### config.mk
export PLATFORM = sky130hd
export DESIGN_NAME = crt_mul_recon_23
export DESIGN_NICKNAME = d
export VERILOG_FILES = /design/src/rtl/crt_div_pkg.sv /design/src/rtl/const_mul_add_23.sv /design/src/rtl/crt_mul_recon_23.sv
export SDC_FILE = /design/constraint.sdc
export NUM_CORES = 1
export LEC_CHECK = 0
export CORE_MARGIN = 5
export CORE_UTILIZATION = 52
export CTS_BUF_LIST = sky130_fd_sc_hd__clkbuf_8
export DETAILED_ROUTE_END_ITERATION = 12
export GPL_TIMING_DRIVEN = 0
export PLACE_DENSITY = 0.79
export SYNTH_ARGS = -nofsm -noshare
export SYNTH_HDL_FRONTEND = slang
export SYNTH_SLANG_ARGS = --single-unit
### constraint.sdc
create_clock -name clk -period 2.07 [get_ports clk]
set_clock_uncertainty 0.1 [all_clocks]
set_input_delay 0.414 -clock clk [delete_from_list [all_inputs] [get_ports clk]]
set_output_delay 0.414 -clock clk [all_outputs]
set_load 0.005 [all_outputs]
### src/rtl/crt_div_pkg.sv
// Shared constants and width helpers for the constant-divisor datapath.
// Shared by the remainder blocks and the reconstruction side.
package crt_div_pkg;

  localparam int DIVISOR_23 = 23;
  localparam int X_W_16     = 16;

  // Quotient width needed to hold (2**x_w-1)/div.
  function automatic int calc_q_w(input int x_w, input int div);
    return $clog2(((2 ** x_w) - 1) / div + 1);
  endfunction

  localparam int Q_W_16_23 = calc_q_w(X_W_16, DIVISOR_23);
  localparam int R_W_23    = $clog2(DIVISOR_23);

endpackage

### src/rtl/const_mul_add_23.sv
// Combinational shift-add: a + b == q*DIVISOR + r, with no multiplier.
// Set bits of DIVISOR at or above SPLIT go into a; the rest and r go into b.
module const_mul_add_23 #(
  parameter int DIVISOR = 23,
  parameter int Q_W     = 12,
  parameter int R_W     = 5,
  parameter int W       = 17,
  parameter int SPLIT   = 2
) (
  input  logic [Q_W-1:0] q,
  input  logic [R_W-1:0] r,
  output logic [W-1:0]   a,
  output logic [W-1:0]   b
);

  localparam logic [31:0] DIV_V = 32'(DIVISOR);

  logic [W-1:0] qe;
  assign qe = W'(q);

  always_comb begin
    a = '0;
    b = W'(r);
    for (int i = 0; i < 32; i++) begin
      if (DIV_V[i]) begin
        if (i >= SPLIT) a = a + (qe << i);
        else            b = b + (qe << i);
      end
    end
  end

endmodule

### src/rtl/crt_mul_recon_23.sv
// Rebuilds X = Q*DIVISOR + R through a two-stage stallable valid/ready pipe,
// flagging bad remainders and overflow, with a saturating error counter.
module crt_mul_recon_23
  import crt_div_pkg::*;
#(
  parameter int DIVISOR = DIVISOR_23,
  parameter int X_W     = X_W_16,
  parameter int Q_W     = calc_q_w(X_W_16, DIVISOR_23),
  parameter int R_W     = R_W_23,
  parameter int CNT_W   = 16
) (
  input  logic             clk,
  input  logic             rst,
  input  logic             in_valid,
  output logic             in_ready,
  input  logic [Q_W-1:0]   in_q,
  input  logic [R_W-1:0]   in_r,
  output logic             out_valid,
  input  logic             out_ready,
  output logic [X_W-1:0]   out_x,
  output logic             out_err_rem,
  output logic             out_err_ovf,
  output logic [CNT_W-1:0] err_count,
  input  logic             clr_count
);

  localparam int W = X_W + 1;
  localparam logic [R_W-1:0] DIV_R = R_W'(DIVISOR);

  logic         s1_valid, s2_valid;
  logic [W-1:0] s1_a, s1_b;
  logic         s1_rem_bad;
  logic [W-1:0] pa, pb;
  logic [X_W+1:0] sum;
  logic         s1_load, s2_load, out_fire;

  const_mul_add_23 #(
    .DIVISOR(DIVISOR), .Q_W(Q_W), .R_W(R_W), .W(W)
  ) u_mul (
    .q(in_q), .r(in_r), .a(pa), .b(pb)
  );

  assign s2_load   = s1_valid && (!s2_valid || out_ready);
  assign in_ready  = !s1_valid || s2_load;
  assign s1_load   = in_valid && in_ready;
  assign out_valid = s2_valid;
  assign out_fire  = s2_valid && out_ready;
  assign sum       = {1'b0, s1_a} + {1'b0, s1_b};

  always_ff @(posedge clk or posedge rst) begin
    if (rst) begin
      s1_valid   <= 1'b0;
      s1_a       <= '0;
      s1_b       <= '0;
      s1_rem_bad <= 1'b0;
    end else if (s1_load) begin
      s1_valid   <= 1'b1;
      s1_a       <= pa;
      s1_b       <= pb;
      s1_rem_bad <= (in_r >= DIV_R);
    end else if (s2_load) begin
      s1_valid   <= 1'b0;
    end
  end

  // S2 doubles as the output register; it holds until out_ready.
  always_ff @(posedge clk or posedge rst) begin
    if (rst) begin
      s2_valid    <= 1'b0;
      out_x       <= '0;
      out_err_rem <= 1'b0;
      out_err_ovf <= 1'b0;
    end else if (s2_load) begin
      s2_valid    <= 1'b1;
      out_x       <= sum[X_W-1:0];
      out_err_rem <= s1_rem_bad;
      out_err_ovf <= |sum[X_W+1:X_W];
    end else if (out_ready) begin
      s2_valid    <= 1'b0;
    end
  end

  always_ff @(posedge clk or posedge rst) begin
    if (rst)
      err_count <= '0;
    else if (clr_count)
      err_count <= '0;
    else if (out_fire && (out_err_rem || out_err_ovf) && (err_count != '1))
      err_count <= err_count + CNT_W'(1);
  end

endmodule

==> results by group <==
Clock network
  • Clk pin slew, worst setup/hold paths: 0.07 ns
  • CTS max path bufs: 2
  • CTS tree: built
  • Clk Latency, worst-skew pair: 0.35 ns
  • Num Clock Sinks: 66
  • H-tree depth: 3
  • CTS Buf Count: 9
  • Root Buffer: clkbuf_8

Synthesis
  • Yosys warns: 0
  • Post-synth ARST share: 100.0%
  • Top cell type's share of synthesized area: 36.29%
  • Synth Net Count: 568
  • Top-count cell post-synth: dfrtp_1
  • Most frequent cells after synthesis: dfrtp_1 (66), nand2_1 (49), nor2_1 (48)
  • Synth Cell Area: 4551 sq um
  • Sequential area share after synthesis: 36.29%
  • Yosys reg bits: 66
  • Post-synth EDFFs: 0
  • Leading area contributor after synthesis: dfrtp_1
  • Main synth FF type: dfrtp_1
  • Count of different cell masters after synthesis: 48
  • Dominant cells by area after synthesis: dfrtp_1 (36%), ha_1 (12%), xor2_1 (5.0%)
  • Syn_area_per_cell: 9.101 sq um
  • Post-Syn Instances: 500

Worst setup path
  • Setup crit end: s1_b[13]
  • Worst R2R Start: s1_b[2]
  • Crit. Startpoint: in_r[0]
  • Critical Path RT: 2.26 ns
  • Critical path class: in2reg
  • Max stage delay on crit path: 0.37 ns
  • CP cell instances: buf_8 > ha_4 > inv_2 > fa_2 > nor2b_1 > o21a_1 > o21ai_1 > nand2b_1 > nand4_1 > xnor2_2 > ha_1 > and3_1 > o21ai_1 > nand2b_1 > nor2_1 > a2111o_1 > nand2_1
  • Critical Path Sink Type: flop
  • WP data arrival: 3.01 ns
  • R2r worst-path depth: 9
  • Slowest stage cell, crit path: a2111o_1
  • Startpoint types: input pin
  • Critical Path Fanout Max: 3
  • Worst r2r dst: out_err_ovf
  • Setup slack, reg-to-reg: -0.19 ns

STA
  • Fin crit period: 2.821 ns
  • TNS Setup: -6.385 ns
  • Final setup fails: 18
  • Setup ws final: -0.7512 ns
  • RSZ-0062 raised after global routing: yes
  • Final Cycle Share: 136.3%
  • Final-report hold violation count: 0
  • Worst-margin pin slew: 0.7537 ns
  • Fmax: 354.5 MHz
  • Final Hold Slack: 0.2946 ns
  • Slew Limit Fails: 0
  • Worst slew margin: 49.65%

Finish
  • Area growth, synth to finish: 38.36%
  • Reg area: 1655 sq um
  • Fill cells: 580
  • Final nets: 666
  • # diodes: 0
  • Area of the multi-input gates: 3343 sq um
  • Layout cells sized above 1: 26.70%

Power
  • Cell Int Power: 3.624 mW
  • Worst VDD drop: 438.4 uV
  • PwrDens: 916.9 nW/um^2
  • Psw: 2.149 mW
  • Seq pwr share: 31.4%
  • Switching share of power: 37.23%
  • P_leak: 2.688 nW
  • Clock share of power: 19.3%
  • Combinational power share: 49.4%

Routing
  • Via/cell ratio: 5.969
  • DRC Markers: 0
  • WL final: 12,410 microns
  • Drt pass-1 iters: 5
  • Drt initial violations: 201
  • Wirelength per Cell: 17.45 microns
  • Vias: 4,244
  • Antenna violation net count after detailed routing: 0

Global routing
  • First-pass GRT wire length: 19,490 microns
  • Number of global-route vias before repair: 4,147
  • Largest net degree at the start of global routing: 35
  • Gr ovfl total: 0
  • Initial antenna violation count: 0
  • Total Routing Usage GR: 21.34%

Flow run
  • Max_cap viols: 0

Die
  • Die Span Y: 103.5 microns
  • Die extent in x: 103.5 microns
  • Initial Util: 52.69%
  • Core ar.: 8636 sq um
  • Die area: 10,720 sq um
  • Row cnt: 34
  • IO Count: 58

Placed design
  • I/O Buffers: 56
  • DP HPWL: 8064 microns
  • Pre-CTS setup slack: -1.803 ns
  • RePlAce Congestion: 0.8345

Run status
  • Status: complete, but fails checks
  • Failing checks: setup timing

Worst hold path
  • Worst hold path type: in2reg
## through the flow
stage          util (%)  std cells  power, mW  area [sq um]
6_report          72.91        711      5.773          6296
5_1_grt           72.91        711      6.122          6296
4_1_cts           68.99        704      5.277          5958
3_5_place_dp      61.84        665      3.841          5340
3_3_place_gp      61.61        664      3.763          5320
2_1_floorplan         -        500      3.111          4624
## repair_timing
action | CTS | global route
resized for setup | 103 | 64
hold buffers | 0 | 0
setup endpoints to repair | 40 | 40
buffers inserted | 23 | 8
pin swaps | 45 | 33
## power by group through the flow
stage	registers, mW	logic, mW	clock network [mW]
global route	1.85	3.09	1.18
floorplan	1.78	1.33	0
detailed placement	1.82	2.02	0
CTS	1.81	2.35	1.11
global placement	1.79	1.97	0
finish	1.81	2.85	1.11
## sequential cells by signal, indices dropped and copies added, names as in the netlist
signal / count
s1_valid: 1
s1_b: 14
out_err_ovf: 1
s1_a: 15
out_err_rem: 1
out_valid: 1
err_count: 16
s1_rem_bad: 1
out_x: 16
## critical path, delay by kind of cell
kind	cells	cell delay, ns
AO/OA/AOI/OAI	4	0.67
XOR/XNOR	1	0.21
adder cells (fa/ha/maj)	3	0.80
buffers and inverters	2	0.12
AND/OR/NAND/NOR	7	0.82
## layout make-up
type | instances | share of cell area, %
multi-input cells | 404 | 53.10
flip-flops and latches | 66 | 26.29
repair buffers | 88 | 13.24
clock buffers | 11 | 2.405
well taps | 108 | 2.146
inverters | 17 | 1.113
clock inverters | 5 | 0.8545
plain buffers | 12 | 0.8545
## kinds of logic after synthesis
kind of cell | share of synthesized area, %
DFF | 36.29
and+or+nand+nor | 16.00
AOI/OAI and AO/OA | 20.54
adders and majority gates | 13.31
muxes | 3.107
xor gates and xnor gates | 8.276
buffers and inverters | 2.474
## cells in the final DEF, fill, tap and decap left out, types with 11 or more instances in the layout
cell and n:
dfrtp_1 63, xnor2_1 14, clkbuf_8 11, a21o_1 18, nor2_1 44, a21oi_1 16, ha_4 14, buf_4 27
xor2_1 25, o21ai_0 20, clkdlybuf4s50_1 41, nand2_1 47, o21ai_1 16, ha_1 23, a21oi_2 11
## layer usage
metal	GRT usage (%)	share of wire, %	routed length, microns
met1	26.72	43	5323
met2	37.34	51	6325
met3	3.607	3.9	485
met4	6.748	2.2	274
met5	0	0	0
## worst min-delay path by stage
stage	start	endpoint	slack (ns)	depth (start not counted)
after global routing	in_q[1]	s1_a[3]	0.31	3
after global placement	out_x[6]	out_x[6]	0.36	1
after floorplan	s1_b[4]	s1_b[4]	0.35	2
after detailed placement	out_x[10]	out_x[10]	0.38	2
after CTS	clr_count	err_count[14]	0.29	2
final	clr_count	err_count[14]	0.29	2
No activity file was read; power rests on OpenSTA's default activity.
==> patch (config.mk and constraints unchanged) <==
Register the output `err_count` once more; this adds one clock of latency there. The other outputs are not delayed to match.
--- a/src/rtl/crt_mul_recon_23.sv
+++ b/src/rtl/crt_mul_recon_23.sv
@@ -28,2 +28,4 @@
   localparam logic [R_W-1:0] DIV_R = R_W'(DIVISOR);
+
+  logic [CNT_W-1:0] err_count_s0;
 
@@ -84,7 +86,11 @@
     if (rst)
-      err_count <= '0;
+      err_count_s0 <= '0;
     else if (clr_count)
-      err_count <= '0;
-    else if (out_fire && (out_err_rem || out_err_ovf) && (err_count != '1))
-      err_count <= err_count + CNT_W'(1);
+      err_count_s0 <= '0;
+    else if (out_fire && (out_err_rem || out_err_ovf) && (err_count_s0 != '1))
+      err_count_s0 <= err_count_s0 + CNT_W'(1);
+  end
+
+  always_ff @(posedge clk) begin
+    err_count <= err_count_s0;
   end
Check against the original RTL: not equivalent (Yosys sat finds a counterexample within 4 cycles, from zero or initial values and one cycle with rst high).
==> patch against the unedited design <==
The flow still finishes with violations (negative setup slack). Setup slack got worse by 12 ps. Routed wire length rose by 3.1%. Sequential power is 18% higher. Register-to-register slack improved by 50 ps. Power grew 7.3%. Final area up 7.2%. Synthesized area increased by 7.6%. Utilization increased by 0.50 points. Synthesized cell count rose by 6.4%. Sequential cell count increased by 16. Largest power group unchanged. Clock power grew 19%.
==> patch: results (changes against the unedited design) <==
\begin{tabular}{lr}
\hline
Metric & Value \\
\hline
\multicolumn{2}{l}{\textbf{Status}} \\
Violations in the final reports & negative setup slack (unchanged) \\
Outcome & complete, but fails checks (unchanged) \\
\multicolumn{2}{l}{\textbf{Route}} \\
Routed vias & 4355 (was 4244) \\
Average wire per standard cell & 16.9 um (was 17.5 um) \\
Detailed-router iteration count before antenna repair & 4 (was 5) \\
Initial drt markers & 274 (was 201) \\
\multicolumn{2}{l}{\textbf{Yosys}} \\
Leading post-synthesis cells by instance count & nand2\_1, dfrtp\_1, o21ai\_0, ha\_1, nor2\_1 (was dfrtp\_1, nand2\_1, nor2\_1, ha\_1, o21ai\_0) \\
Leading post-synthesis cells by cell area & dfrtp\_1, ha\_1, dfxtp\_1, nand2\_1, o21ai\_0 (was dfrtp\_1, ha\_1, xor2\_1, o21ai\_0, nand2\_1) \\
Post-Syn Nets & 600 (was 568) \\
Count of cell types in the netlist & 60 (was 48) \\
Seq/Total Area, Yosys & 40.3\% (was 36.3\%) \\
Syn. warnings & 0 (unchanged) \\
Proportion of register bits with asynchronous set or reset after synthesis & 80.5\% (was 100\%) \\
\multicolumn{2}{l}{\textbf{Global routing}} \\
Met2 usage in global routing & 38.7\% (was 37.3\%) \\
Wire length of the first global-routing pass & 20200 um (was 19500 um) \\
Via count of the first global-routing pass & 4237 (was 4147) \\
GR Util met3 & 4.33\% (was 3.61\%) \\
Overall track demand over capacity in global routing & 21.8\% (was 21.3\%) \\
Grt met1 use & 26.2\% (was 26.7\%) \\
\multicolumn{2}{l}{\textbf{Layout}} \\
Layout cells sized above 1 & 28.3\% (was 26.7\%) \\
Largest registers & err\_count (16), err\_count\_s0 (16), out\_x (16) (was err\_count (16), out\_x (16), s1\_a (15)) \\
Fin nets & 707 (was 666) \\
\multicolumn{2}{l}{\textbf{Setup path}} \\
Biggest fanout along the worst timing path & 4 (was 3) \\
Arrival time at the worst endpoint & 2970 ps (was 3010 ps) \\
\multicolumn{2}{l}{\textbf{Power and ir drop}} \\
Largest vdd supply drop & 0.393 mV (was 0.438 mV) \\
Reported leakage power & 0.00286 uW (was 0.00269 uW) \\
Pint & 3990 uW (was 3620 uW) \\
\multicolumn{2}{l}{\textbf{Place}} \\
HPWL Detailed & 8440 um (was 8060 um) \\
GP Congestion & 0.863 (was 0.835) \\
\multicolumn{2}{l}{\textbf{STA}} \\
Final worst-path setup slack & -763 ps (was -751 ps) \\
Worst relative slew slack & 51.5\% (was 49.7\%) \\
Final setup violating endpoints & 16 (was 18) \\
\multicolumn{2}{l}{\textbf{Clocking}} \\
Clock transition at path regs & 90 ps (was 70 ps) \\
\multicolumn{2}{l}{\textbf{Hold path}} \\
Path type of the worst min-delay path & input pin to register (unchanged) \\
\hline
\end{tabular}
-- patch: cell types whose count changed in the layout (fill, tap and decap cells not counted), moves of 7 or more --
cell,before,now
nand2_1,47,72
a21oi_1,16,8
dfxtp_1,0,16
a21o_1,18,10
nor2_1,44,37
buf_4,27,34
-- patch: power by group through the flow --
| stage | combinational (uW) | sequential, uW | clock (uW) |
|---|---|---|---|
| floorplan | 1340 | 2100 | 0 |
| global placement | 1980 | 2130 | 0 |
| detailed placement | 2050 | 2140 | 0 |
| CTS | 2440 | 2120 | 1340 |
| global route | 2950 | 2180 | 1420 |
| finish | 2730 | 2140 | 1320 |
-- patch: worst max-delay path, cell delays in order --
cell	delay, ps
buf_8	100
ha_4	150
buf_4	120
a21o_1	160
a21oi_2	150
o21bai_1	110
a21oi_2	270
nor2_1	100
xor2_1	160
ha_1	410
nand3_1	120
nor3_2	160
o221ai_2	140
a21o_1	170
a31o_2	220
-- patch: stage by stage --
stage	cell area, sq um	TNS (ps)	cells	hold slack (ps)	setup slack [ps]
after floorplan	5030	-5520	532	279	-795
after global placement	5730	-28520	699	294	-1760
after detailed placement	5750	-30410	700	295	-1810
after CTS	6480	-5600	740	186	-689
after global routing	6750	-7960	755	178	-927
final	6750	-5790	755	188	-763
-- patch: per-layer routing --
metal / vias up / part of all wire (%)
met5: - / 0
met4: 0 / 2.9
met3: 29 / 4.4
met2: 141 / 51
met1: 2079 / 42
li1: 2106 / -
-- patch: area by class of cell --
class                           count  area, sq um
Buffer                             13         61.3
Clock buffer                        9          124
Clock inverter                      7          106
Fill cell                         598         2450
Inverter                           21         82.6
Multi-Input combinational cell    415         3360
Sequential cell                    82         1970
Tap cell                          111          139
Timing Repair Buffer               97          907
-- patch: timing repair --
item / in CTS / in global routing
gates resized for setup: 116 / 54
pin swaps: 57 / 34
endpoints found under the setup margin: 32 / 38
buffers inserted: 24 / 17
-- patch: kinds of logic after synthesis --
kind of cell,after synthesis,synth area share (%)
buffers and inverters,35,2.78
flip-flops,82,40.3
AND/OR/NAND/NOR,190,18.8
multiplexers,4,0.919
XOR/XNOR,42,7.51
AO/OA/AOI/OAI,133,17.4
adder cells (fa/ha/maj),46,12.4
-- patch: worst paths after layout --
kind | from | end | slack, ps | cells past startpoint
worst max register to register | s1_b[2] | out_x[12] | -140 | 9
min in group asynchronous | rst | s1_b[3] | 430 | 2
worst min register to register | err_count_s0[15] | err_count[15] | 320 | 0
worst min-delay path | clr_count | err_count_s0[12] | 190 | 2
worst max-delay path | in_q[0] | s1_b[12] | -760 | 15
max in group asynchronous | rst | err_count_s0[11] | 840 | 3
